### config.mk
export PLATFORM = sky130hd
export DESIGN_NAME = wrf_slice_regs
export DESIGN_NICKNAME = d
export VERILOG_FILES = /design/src/rtl/wrf_pkg.sv /design/src/rtl/wrf_write_stage.sv /design/src/rtl/wrf_slice_regs.sv
export SDC_FILE = /design/constraint.sdc
export NUM_CORES = 1
export LEC_CHECK = 0
export ABC_AREA = 0
export CAP_MARGIN = 25
export CORE_ASPECT_RATIO = 1.25
export CORE_MARGIN = 5
export CORE_UTILIZATION = 40
export CTS_BUF_LIST = sky130_fd_sc_hd__clkbuf_2
export DETAILED_ROUTE_END_ITERATION = 10
export SETUP_SLACK_MARGIN = 0.15
export SKIP_LAST_GASP = 1
export SYNTH_ARGS = -nofsm -noshare
export SYNTH_HDL_FRONTEND = slang
export SYNTH_SLANG_ARGS = --single-unit
export TNS_END_PERCENT = 5
### constraint.sdc
create_clock -name sysclk -period 2.5 [get_ports sysclk]
set_clock_uncertainty 0.2 [all_clocks]
set_input_delay 0.375 -clock sysclk [delete_from_list [all_inputs] [get_ports sysclk]]
set_output_delay 0.375 -clock sysclk [all_outputs]
set_load 0.01 [all_outputs]
### src/rtl/wrf_pkg.sv
// rtl/wrf_pkg.sv - shared constants and clear-engine state type for the WRF slice
package wrf_pkg;

  localparam int WRF_SLICE_WIDTH = 4;
  localparam int WRF_DEPTH       = 16;

  typedef enum logic [1:0] {
    IDLE  = 2'd0,
    DRAIN = 2'd1,
    CLEAR = 2'd2
  } state_t;

endpackage

### src/rtl/wrf_write_stage.sv
// rtl/wrf_write_stage.sv - one-entry write staging register with accept/commit and read-bypass match
module wrf_write_stage
  import wrf_pkg::*;
#(
  parameter int WIDTH = WRF_SLICE_WIDTH,
  parameter int AW    = 4
) (
  input  logic             clk,
  input  logic             rst,
  input  logic             i_wr_valid,
  input  logic             i_wr_ready,
  input  logic [AW-1:0]    i_wr_addr,
  input  logic [WIDTH-1:0] i_wr_data,
  input  logic             i_hold,
  input  logic [AW-1:0]    i_rd_addr_a,
  input  logic [AW-1:0]    i_rd_addr_b,
  output logic             o_stage_valid,
  output logic [AW-1:0]    o_stage_addr,
  output logic [WIDTH-1:0] o_stage_data,
  output logic             o_commit,
  output logic             o_hit_a,
  output logic             o_hit_b
);

  logic             r_valid;
  logic [AW-1:0]    r_addr;
  logic [WIDTH-1:0] r_data;
  logic             w_accept;

  assign w_accept = i_wr_valid && i_wr_ready;
  assign o_commit = r_valid && !i_hold;

  // A new accept overrides the clear-on-commit, giving one write per cycle.
  always_ff @(posedge clk or posedge rst) begin
    if (rst) begin
      r_valid <= 1'b0;
      r_addr  <= '0;
      r_data  <= '0;
    end else if (w_accept) begin
      r_valid <= 1'b1;
      r_addr  <= i_wr_addr;
      r_data  <= i_wr_data;
    end else if (o_commit) begin
      r_valid <= 1'b0;
    end
  end

  assign o_stage_valid = r_valid;
  assign o_stage_addr  = r_addr;
  assign o_stage_data  = r_data;
  assign o_hit_a       = r_valid && (r_addr == i_rd_addr_a);
  assign o_hit_b       = r_valid && (r_addr == i_rd_addr_b);

endmodule

### src/rtl/wrf_slice_regs.sv
// rtl/wrf_slice_regs.sv - 4-bit WRF slice: staged write, 16-entry array, clear engine, two bypassed read ports
module wrf_slice_regs
  import wrf_pkg::*;
#(
  parameter int WIDTH = WRF_SLICE_WIDTH,
  parameter int DEPTH = WRF_DEPTH,
  parameter int AW    = $clog2(DEPTH)
) (
  input  logic             sysclk,
  input  logic             sys_rst,
  input  logic [WIDTH-1:0] wr_data,
  input  logic [AW-1:0]    wr_addr,
  input  logic             wr_valid,
  output logic             wr_ready,
  input  logic             wr_hold,
  input  logic             clr_req,
  output logic             clr_busy,
  input  logic [AW-1:0]    rd_addr_a,
  output logic [WIDTH-1:0] rd_data_a,
  input  logic [AW-1:0]    rd_addr_b,
  output logic [WIDTH-1:0] rd_data_b
);

  logic [WIDTH-1:0] r_mem [DEPTH];
  state_t           r_state;
  logic [AW-1:0]    r_clr_cnt;
  logic             r_clr_busy;

  logic             w_stage_valid;
  logic [AW-1:0]    w_stage_addr;
  logic [WIDTH-1:0] w_stage_data;
  logic             w_commit;
  logic             w_hit_a;
  logic             w_hit_b;
  logic             w_wr_ready;

  assign w_wr_ready = (r_state == IDLE) && !clr_req && (!w_stage_valid || !wr_hold);

  wrf_write_stage #(
    .WIDTH(WIDTH),
    .AW   (AW)
  ) u_stage (
    .clk          (sysclk),
    .rst          (sys_rst),
    .i_wr_valid   (wr_valid),
    .i_wr_ready   (w_wr_ready),
    .i_wr_addr    (wr_addr),
    .i_wr_data    (wr_data),
    .i_hold       (wr_hold),
    .i_rd_addr_a  (rd_addr_a),
    .i_rd_addr_b  (rd_addr_b),
    .o_stage_valid(w_stage_valid),
    .o_stage_addr (w_stage_addr),
    .o_stage_data (w_stage_data),
    .o_commit     (w_commit),
    .o_hit_a      (w_hit_a),
    .o_hit_b      (w_hit_b)
  );

  // Stage is always empty in CLEAR, so commit and clear never collide.
  always_ff @(posedge sysclk or posedge sys_rst) begin
    if (sys_rst) begin
      for (int i = 0; i < DEPTH; i++) r_mem[i] <= '0;
    end else if (r_state == CLEAR) begin
      if (!wr_hold) r_mem[r_clr_cnt] <= '0;
    end else if (w_commit) begin
      r_mem[w_stage_addr] <= w_stage_data;
    end
  end

  always_ff @(posedge sysclk or posedge sys_rst) begin
    if (sys_rst) begin
      r_state    <= IDLE;
      r_clr_cnt  <= '0;
      r_clr_busy <= 1'b0;
    end else begin
      case (r_state)
        IDLE: begin
          if (clr_req) begin
            r_clr_cnt  <= '0;
            r_clr_busy <= 1'b1;
            r_state    <= w_stage_valid ? DRAIN : CLEAR;
          end
        end
        DRAIN: begin
          if (!w_stage_valid || w_commit) begin
            r_clr_cnt <= '0;
            r_state   <= CLEAR;
          end
        end
        CLEAR: begin
          if (!wr_hold) begin
            r_clr_cnt <= r_clr_cnt + AW'(1);
            if (r_clr_cnt == AW'(DEPTH - 1)) begin
              r_state    <= IDLE;
              r_clr_busy <= 1'b0;
            end
          end
        end
        default: begin
          r_state    <= IDLE;
          r_clr_busy <= 1'b0;
        end
      endcase
    end
  end

  assign wr_ready  = w_wr_ready;
  assign clr_busy  = r_clr_busy;
  assign rd_data_a = w_hit_a ? w_stage_data : r_mem[rd_addr_a];
  assign rd_data_b = w_hit_b ? w_stage_data : r_mem[rd_addr_b];

endmodule

==> key figures, run 1 <==
STA
  • Unrepaired setup endpoints after global routing: yes
  • Worst-Margin Slew: 644 ps
  • Final setup viols: 9
  • Crit share post-route: 1.13
  • Final Hold Vio Count: 0
  • Max_slew headroom: 0.566
  • Final Max Slew Viols: 0
  • Final worst path period need: between 2000 and 3000 ps
  • Worst Slack Setup Final: -326 ps
  • Highest clock rate: between 0.3 and 0.4 GHz
  • WHS: approximately 240 ps

Power
  • Sequential power share: 0.407
  • Leakage power: 2.74 nW
  • Total internal power: 0.00254 W
  • Power Density: about 700 nW/um2
  • Combinational share of power: 0.375
  • Clk pwr share: 0.218
  • Net Switching: 0.00164 W
  • Switching share of power: 0.393
  • Peak supply drop: 0.000403 V

Routing
  • Drt pass-1 iters: 5
  • Routed WL: 13,700 um
  • Drt via density: 5.85
  • DR iter-0 viols: 258
  • Drt drc: 0
  • Mean routed wirelength per cell: 21.0 um
  • ANT nets after route: 0
  • Vias: 3,805

Synthesis
  • Ys flop type: dfrtp_1
  • Post-synth top area share: 0.418
  • Synth cell types: 39
  • Cell Area, Synth: 4790 um2
  • Leading post-synthesis cells by cell area: dfrtp_1 (42%), mux4_1 (18%), a22o_1 (12%), mux2i_1 (5.2%), mux2_2 (3.5%)
  • Synth Instances: 385
  • Syn. warnings: 0
  • Syn Area/Cell: approximately 12 um2
  • Seq/Total Area, Yosys: 0.418
  • Yosys reg bits: 80
  • Cell taking the most area after synthesis: dfrtp_1
  • Net Count, Synth: 410
  • Ys async rst share: 1.00
  • Post-synth EDFFs: 0

Cells and area
  • Register area: around 2000 um2
  • Multi-input gate area: 2510 um2
  • Area growth, synth to finish: 24.9%
  • Layout cells sized above 1: 0.334
  • Most frequent cells in the layout: buf_4 (81), dfrtp_1 (80), a22o_1 (66)
  • Nets: around 510
  • Fill cells: 1,063
  • Design Area, Final: ~6000 um2
  • Final Util: 0.513
  • Commonest non-fill, non-tap cell in the layout: buf_4

Die
  • DIE AREA: 14,300 um2
  • I/O Pins: 31
  • Die width: 108 um
  • Core area: 11,700 um2
  • Die Ht: 132 um
  • Rows: 44
  • Initial core utilization: 0.410

Global routing
  • Vias in the first global route: 3,939
  • Largest net degree at the start of global routing: 47
  • First-pass GRT wire length: between 20,000 and 25,000 um
  • Tot GR Track Use: 0.201
  • Initial antenna violation count: 1
  • Total global routing overflow: 0

Setup path
  • Critical Path AT: 2250 ps
  • Crit start category: flip-flop
  • CP required: 1920 ps
  • Worst setup EP type: output port
  • Crit Path Category: reg -> out
  • Crit path max fanout: 2

Hold path
  • HP Class: in -> reg

CTS
  • CTS tree: done
  • H-tree depth: 3
  • Worst-Skew Late Latency: 530 ps
  • CTS max path bufs: 2
  • Clk sink count: 80
  • Root buf cell: clkbuf_2
  • CTS clk-pin slew, worst paths: around 220 ps
  • Cts bufs inserted: 9

Outcome
  • Status: finished with violations
  • Failing checks: negative setup slack

Run
  • Max-cap viol count: 0

Placement
  • Dpl cell area: 5660 um2
  • Placer Congestion: 0.879
  • Estimated wirelength of the detail-placed design: 9890 um
  • IO buf count: 30
per-layer routing:
metal	vias to the layer above	wire, um	global-route usage
met5	-	0	0
met1	1927	5810	0.265
met2	148	6660	0.327
met4	0	379	0.0737
met3	26	802	0.0407
li1	1704	-	-
path summary, 6_finish.rpt:
kind,to,depth (start not counted),slack [ps],start
setup / recovery,rd_data_a[2],6,-330,r_mem[58]
hold / removal,u_stage.o_stage_data[3],2,240,wr_data[3]
setup reg to reg,r_mem[60],6,280,r_state[1]
hold reg to reg,clr_busy,1,340,clr_busy
max in group asynchronous,r_mem[20],4,940,sys_rst
min in group asynchronous,r_mem[13],3,530,sys_rst
through the flow:
| step | std cells | TNS [ps] | setup WS, ps | power, W |
|---|---|---|---|---|
| floorplan | 385 | 0 | 288 | 0.00260 |
| global placement | 607 | -6330 | -808 | 0.00318 |
| CTS | 646 | -2980 | -376 | 0.00418 |
| global route | 650 | -3540 | -430 | 0.00441 |
| detailed placement | 607 | -6460 | -837 | 0.00322 |
| finish | 650 | -2590 | -326 | 0.00418 |
state kept, by name (all words and copies together), names as in the netlist:
name / count
u_stage.o_stage_data: 4
clr_busy: 1
r_clr_cnt: 4
u_stage.o_stage_addr: 4
r_state: 2
r_mem: 64
u_stage.o_stage_valid: 1
logic make-up (layout without fill, tap and decap cells):
family	count (synthesis)	count (layout)	share of synthesized area
other	0	1	0
multiplexers	74	74	0.268
adder cells (fa/ha/maj)	4	4	0.0104
flip-flops	80	80	0.418
AO/OA/AOI/OAI	94	94	0.154
buffers and inverters	43	146	0.0478
XOR/XNOR	8	8	0.0146
AND/OR/NAND/NOR	82	82	0.0878
power by group through the flow:
| stage | Clock (W) | Combinational [W] | Sequential, W |
|---|---|---|---|
| after floorplan | 0 | 0.00104 | 0.00156 |
| after global placement | 0 | 0.00146 | 0.00171 |
| after detailed placement | 0 | 0.00150 | 0.00172 |
| after CTS | 0.000935 | 0.00155 | 0.00170 |
| after global routing | 0.000982 | 0.00170 | 0.00173 |
| final | 0.000910 | 0.00157 | 0.00170 |
final cells by class:
type | count | share of cell area
clock buffers | 10 | 0.00836
well taps | 161 | 0.0337
multi-input cells | 262 | 0.420
repair buffers | 122 | 0.178
flip-flops and latches | 80 | 0.335
inverters | 8 | 0.00564
diodes | 1 | 0.000418
clock inverters | 6 | 0.0194
worst max-delay path, cell delays in order (launching register included):
cell,delay [ps]
dfrtp_1,430
buf_4,140
mux4_2,450
mux2i_2,190
mux2i_1,100
mux2_2,270
buf_2,140
synthesized netlist by cell type (2+ instances only):
master / instances
o31ai_1: 2
nand3b_1: 4
a22o_1: 66
nor4_1: 16
xnor2_1: 6
nand2_1: 5
mux2i_1: 25
clkbuf_2: 3
nor3b_1: 2
buf_2: 7
buf_1: 4
nand3_1: 7
nor2_1: 30
mux2_2: 15
buf_12: 2
dfrtp_1: 80
ha_1: 4
o21ai_0: 10
o211ai_1: 2
mux2_1: 2
nand2b_1: 4
or2_2: 2
buf_4: 2
mux4_1: 32
buf_6: 2
clkbuf_1: 15
nor3_1: 7
o21ai_1: 11
xor2_1: 2
inv_1: 7
repair_timing:
item	in CTS	in global routing
setup endpoints to repair	9	13
setup buffers	21	3
hold buffers	1	0
resized for setup	65	5
gates cloned	1	0
endpoints found under the hold margin	22	0
Power figures use the tool's default switching activity.
==> run 2: changes to the inputs <==
Settings changed: CORE_MARGIN 5 to 1.5, SETUP_SLACK_MARGIN 0.15 to not set.
==> key figures, run 2 (same netlist as run 1, synthesis figures left out) <==
CTS
  • Root buf cell: clkbuf_2
  • Clk sink count: 80 (unchanged)
  • Cts bufs inserted: 9 (unchanged)
  • CTS tree: done
  • H-tree depth: 3 (unchanged)
  • Worst-Skew Late Latency: 580 ps (+50 ps)
  • CTS clk-pin slew, worst paths: 270 ps (+50 ps)
  • CTS max path bufs: 2 (unchanged)

Placement
  • Placer Congestion: 0.856 (-2.7%)
  • Estimated wirelength of the detail-placed design: 9910 um (+0.16%)
  • IO buf count: 30 (unchanged)
  • Pre-CTS WS: -877 ps (-39.5 ps)

Routing
  • Vias: 3,852 (+1.2%)
  • Drt drc: 0 (unchanged)
  • Drt pass-1 iters: 5 (unchanged)
  • Drt via density: 5.85 (-0.15%)
  • Mean routed wirelength per cell: 21.4 um (+1.8%)
  • Routed WL: 14,100 um (+3.2%)
  • ANT nets after route: 0 (unchanged)
  • DR iter-0 viols: 352 (+36%)

Cells and area
  • Commonest non-fill, non-tap cell in the layout: buf_4
  • Max FFs per register: 64 (unchanged)
  • Nets: 516 (+1.6%)
  • Final Util: 0.515 (+0.00204)
  • Most frequent cells in the layout: buf_4 (90), dfrtp_1 (80), a22o_1 (66)
  • Largest reg by FF count: r_mem
  • Layout cells sized above 1: 0.335 (+0.000661)
  • Fill cells: 1,078 (+1.4%)
  • Area growth, synth to finish: 25.4%

Setup path
  • Crit Path Category: reg -> out
  • Critical Path AT: 2310 ps (+60 ps)
  • CP most frequent cell: mux2i_1
  • CP max stage delay: 460 ps (about the same)
  • Worst setup EP type: output port
  • Crit path buf inv count: 2 (unchanged)
  • Top delay family on crit path: multiplexers
  • Crit path max fanout: 2 (unchanged)
  • Cells along the critical path: buf_4 -> mux4_2 -> mux2i_1 -> mux2i_1 -> mux2_4 -> buf_6
  • Crit-path slowest cell: dfrtp_1
  • Crit start category: flip-flop
  • CP required: 1920 ps (about the same)

Power
  • Peak supply drop: 0.000468 V (+16%)
  • Leakage power: 2.78 nW (+1.5%)
  • Power Density: 655 nW/um2 (-6.2%)
  • Total Power: 0.00393 W (-5.8%)

STA
  • Highest clock rate: 0.347 GHz (-2.0%)
  • Setup TNS: -3070 ps (-473 ps)
  • Crit share post-route: 1.15 (+0.0226)
  • Final setup viols: 9 (unchanged)
  • Worst Slack Setup Final: -383 ps (-56.4 ps)
  • Unrepaired setup endpoints after global routing: yes
  • Worst-Margin Slew: 726 ps (+81.3 ps)
  • Final worst path period need: 2880 ps (+56.4 ps)
  • Final Hold Vio Count: 0 (unchanged)
  • Max_slew headroom: 0.511 (-0.0548)
  • Final Max Slew Viols: 0 (unchanged)

Die
  • I/O Pins: 31 (unchanged)
  • Rows: 44 (unchanged)
  • Core area: 11,700 um2 (unchanged)
  • DIE AREA: 12,600 um2 (-11%)
  • Die Ht: 125 um (-5.3%)
  • Initial core utilization: 0.410 (unchanged)
  • Die width: 101 um (-6.5%)

Hold path
  • HP Class: in -> reg

Global routing
  • First-pass GRT wire length: 22,500 um (+1.4%)
  • Met2 usage: 0.367 (+0.0398)
  • Total global routing overflow: 0 (unchanged)
  • Most used routing layer: met2
  • Vias in the first global route: 4,029 (+2.3%)
  • GR Util met1: 0.307 (+0.0422)
  • M3 GR Usage: 0.0609 (+0.0203)
  • Largest net degree at the start of global routing: 81 (+72%)
  • Initial antenna violation count: 2 (+1)
  • Tot GR Track Use: 0.239 (+0.0378)

Outcome
  • Status: finished with violations
  • Failing checks: negative setup slack

Run
  • Max-cap viol count: 0 (unchanged)
-- run 2: cell types whose count changed in the layout (fill, tap and decap cells not counted), sizes merged --
cell	before	now
diode	1	2
clkinv	3	5
dlygate4sd2	1	2
clkinvlp	1	3
inv	7	6
buf	98	105
bufinv	3	0
-- run 2: metal layers --
metal  vias to the layer above  share of wire
met4                         0          0.047
li1                       1721              -
met2                       156           0.47
met5                         -              0
met1                      1932           0.42
met3                        43          0.063
-- run 2: metrics by stage --
stage	instances	instance area, um2	hold slack (ps)
after CTS	657	5990	134
after global placement	616	5710	293
after floorplan	385	4790	278
after global routing	659	6010	142
after detailed placement	616	5710	295
final	659	6010	163
-- run 2: cell type report --
type	count	area, um2	share of cell area
multi-input combinational	262	2530	0.422
inverter	8	33.8	0.00562
timing repair buffer	130	1130	0.189
clock buffer	10	50.0	0.00833
sequential	80	2000	0.333
tap	161	201	0.0335
clock inverter	6	46.3	0.00771
antenna	2	5.00	0.000833
-- run 2: worst paths after layout --
path | start | to | slack [ps] | cells past startpoint
worst max-delay path | r_mem[0] | rd_data_a[0] | -380 | 6
worst min-delay path | wr_addr[3] | u_stage.o_stage_addr[3] | 160 | 2
worst max register to register | u_stage.o_stage_addr[2] | r_mem[7] | 290 | 5
worst min register to register | clr_busy | clr_busy | 340 | 1
max in group asynchronous | sys_rst | r_mem[36] | 1180 | 4
min in group asynchronous | sys_rst | r_mem[47] | 560 | 4
-- run 2: report_power, final --
group / internal [W] / total (W) / leakage [nW] / switching [W]
registers: 0.00146 / 0.00171 / 1.09 / 0.000257
logic: 0.000667 / 0.00159 / 1.64 / 0.000924
clock network: 0.000137 / 0.000629 / 0.0581 / 0.000492
total: 0.00226 / 0.00393 / 2.78 / 0.00167
-- run 2: repair_timing --
| item | CTS | global route |
|---|---|---|
| gates cloned | 1 | 0 |
| endpoints found under the hold margin | 14 | 0 |
| hold buffers | 1 | 0 |
| buffers inserted | 23 | 0 |
| resized for setup | 62 | 3 |
| pin swaps | 0 | 0 |
| setup endpoints to repair | 9 | 9 |
==> run 3: changes to the inputs <==
Settings changed: RECOVER_POWER set to 50.
Clock period 2.5 ns to 2.7 ns, I/O delays scaled along.
==> key figures, run 3 (same netlist as run 1, synthesis figures left out) <==
Run
  • Max-cap viol count: 0 (unchanged)

STA
  • Highest clock rate: 0.330 GHz
  • Worst-Margin Slew: 715 ps (-11.2 ps)
  • Crit share post-route: 1.12
  • Final Max Slew Viols: 0 (unchanged)
  • Worst Slack Setup Final: -326 ps (+57.1 ps)
  • Unrepaired setup endpoints after global routing: yes
  • Max_slew headroom: 0.524 (+0.0126)
  • WHS: 225 ps (+61.8 ps)
  • Final setup viols: 9 (unchanged)
  • Final Hold Vio Count: 0 (unchanged)
  • Final worst path period need: ~3000 ps

Global routing
  • Largest net degree at the start of global routing: 54 (-33%)
  • Vias in the first global route: 3,783 (-6.1%)
  • Total global routing overflow: 0 (unchanged)
  • First-pass GRT wire length: 21,200 um (-6.0%)
  • Initial antenna violation count: 2 (unchanged)
  • Tot GR Track Use: 0.223 (-0.0159)

CTS
  • CTS tree: done
  • Root buf cell: clkbuf_2
  • CTS clk-pin slew, worst paths: 230 ps (-40 ps)
  • H-tree depth: 3 (unchanged)
  • Cts bufs inserted: 9 (unchanged)
  • Worst-Skew Late Latency: 550 ps (-30 ps)
  • Clk sink count: 80 (unchanged)
  • CTS max path bufs: 2 (unchanged)

Placement
  • Estimated wirelength of the detail-placed design: 9580 um (-3.3%)
  • Inst Count DP: 569 (-7.6%)
  • Placer Congestion: 0.839 (-1.9%)
  • IO buf count: 30 (unchanged)
  • Pre-CTS WS: -761 ps (+116 ps)

Cells and area
  • Fill cells: 1,073 (-0.46%)
  • Layout cells sized above 1: 0.238 (-0.0963)
  • Register area: 2000 um2 (unchanged)
  • Multi-input gate area: 2570 um2 (+1.3%)
  • Commonest non-fill, non-tap cell in the layout: dfrtp_1
  • Finished Layout Cells: 615 (-6.7%)
  • Nets: 474 (-8.1%)
  • Area growth, synth to finish: 20.4%
  • Largest reg by FF count: r_mem
  • Final Util: 0.494 (-0.0205)
  • Most frequent cells in the layout: dfrtp_1 (80), a22o_1 (66), buf_4 (45)
  • Max FFs per register: 64 (unchanged)

Outcome
  • Status: finished with violations
  • Failing checks: negative setup slack

Setup path
  • Crit Path Category: reg -> out
  • Crit path max fanout: 2 (unchanged)
  • Critical Path AT: 2420 ps (+110 ps)
  • Worst setup EP type: output port
  • CP required: 2100 ps (+180 ps)
  • Setup slack, reg-to-reg: 560 ps (+270 ps)
  • Crit start category: flip-flop

Routing
  • ANT nets after route: 0 (unchanged)
  • DR iter-0 viols: 233 (-34%)
  • Drt via density: 6.04 (+3.3%)
  • WL met3: 582 um (-35%)
  • Drt pass-1 iters: 5 (unchanged)
  • Drt drc: 0 (unchanged)
  • Met1 WL: 5720 um (-4.3%)
  • Routed WL: 13,200 um (-6.2%)
  • Vias: 3,712 (-3.6%)
  • Top Metal Used: met5
  • Mean routed wirelength per cell: 21.5 um (+0.49%)
  • Met2 wire len: 6410 um (-2.3%)

Hold path
  • HP Class: in -> reg

Power
  • Leakage power: 2.66 nW (-4.4%)
  • Peak supply drop: 0.000430 V (-7.9%)
  • Power Density: 635 nW/um2 (-3.1%)

Die
  • Die width: 101 um (unchanged)
  • I/O Pins: 31 (unchanged)
  • Core area: 11,700 um2 (unchanged)
  • Rows: 44 (unchanged)
  • Die Ht: 125 um (unchanged)
  • DIE AREA: 12,600 um2 (unchanged)
  • Initial core utilization: 0.410 (unchanged)
## run 3: metrics by stage
step / TNS (ps) / instance area, um2 / total power (W)
after floorplan: 0 / 4790 / 0.00241
after global placement: -5450 / 5390 / 0.00284
after detailed placement: -5480 / 5390 / 0.00288
after CTS: -2760 / 5780 / 0.00367
after global routing: -3210 / 5770 / 0.00387
final: -2280 / 5770 / 0.00366
## run 3: cell type report
| class | instances | share of cell area |
|---|---|---|
| diodes | 1 | 0.000434 |
| clock buffers | 9 | 0.00781 |
| clock inverters | 6 | 0.0160 |
| inverters | 8 | 0.00520 |
| multi-input cells | 262 | 0.445 |
| flip-flops and latches | 80 | 0.347 |
| well taps | 161 | 0.0349 |
| repair buffers | 88 | 0.143 |
## run 3: path summary, 6_finish.rpt
path                       startpoint                 endpoint  cells past startpoint
max                         r_mem[11]             rd_data_b[3]                      6
min                        wr_addr[0]  u_stage.o_stage_addr[0]                      2
max reg2reg                r_state[1]                r_mem[62]                      5
min reg2reg                  clr_busy                 clr_busy                      1
max in group asynchronous     sys_rst                r_mem[59]                      4
min in group asynchronous     sys_rst  u_stage.o_stage_data[3]                      3
## run 3: per-layer routing
metal / up-vias / global-route usage
li1: 1653 / -
met1: 1900 / 0.299
met2: 120 / 0.353
met3: 37 / 0.0330
met4: 2 / 0.109
met5: - / 0
## run 3: where the power goes
group	internal, W	leakage [nW]	switching, W
clock network	0.000307	0.0750	0.000439
registers	0.00135	1.09	0.000294
logic	0.000533	1.50	0.000741
total	0.00219	2.66	0.00147
## run 3: repair_timing
action,in CTS,in global routing
setup endpoints to repair,9,9
buffers inserted,27,1
hold buffers,1,0
endpoints found under the hold margin,15,0
gates resized for setup,41,3
gates cloned,1,0
## run 3: critical path: stages (launching register included)
cell and delay [ps]:
dfrtp_1 430, buf_4 130, mux4_2 480, mux2i_2 210, mux2i_1 100, mux2_2 270, clkdlybuf4s15_1 230
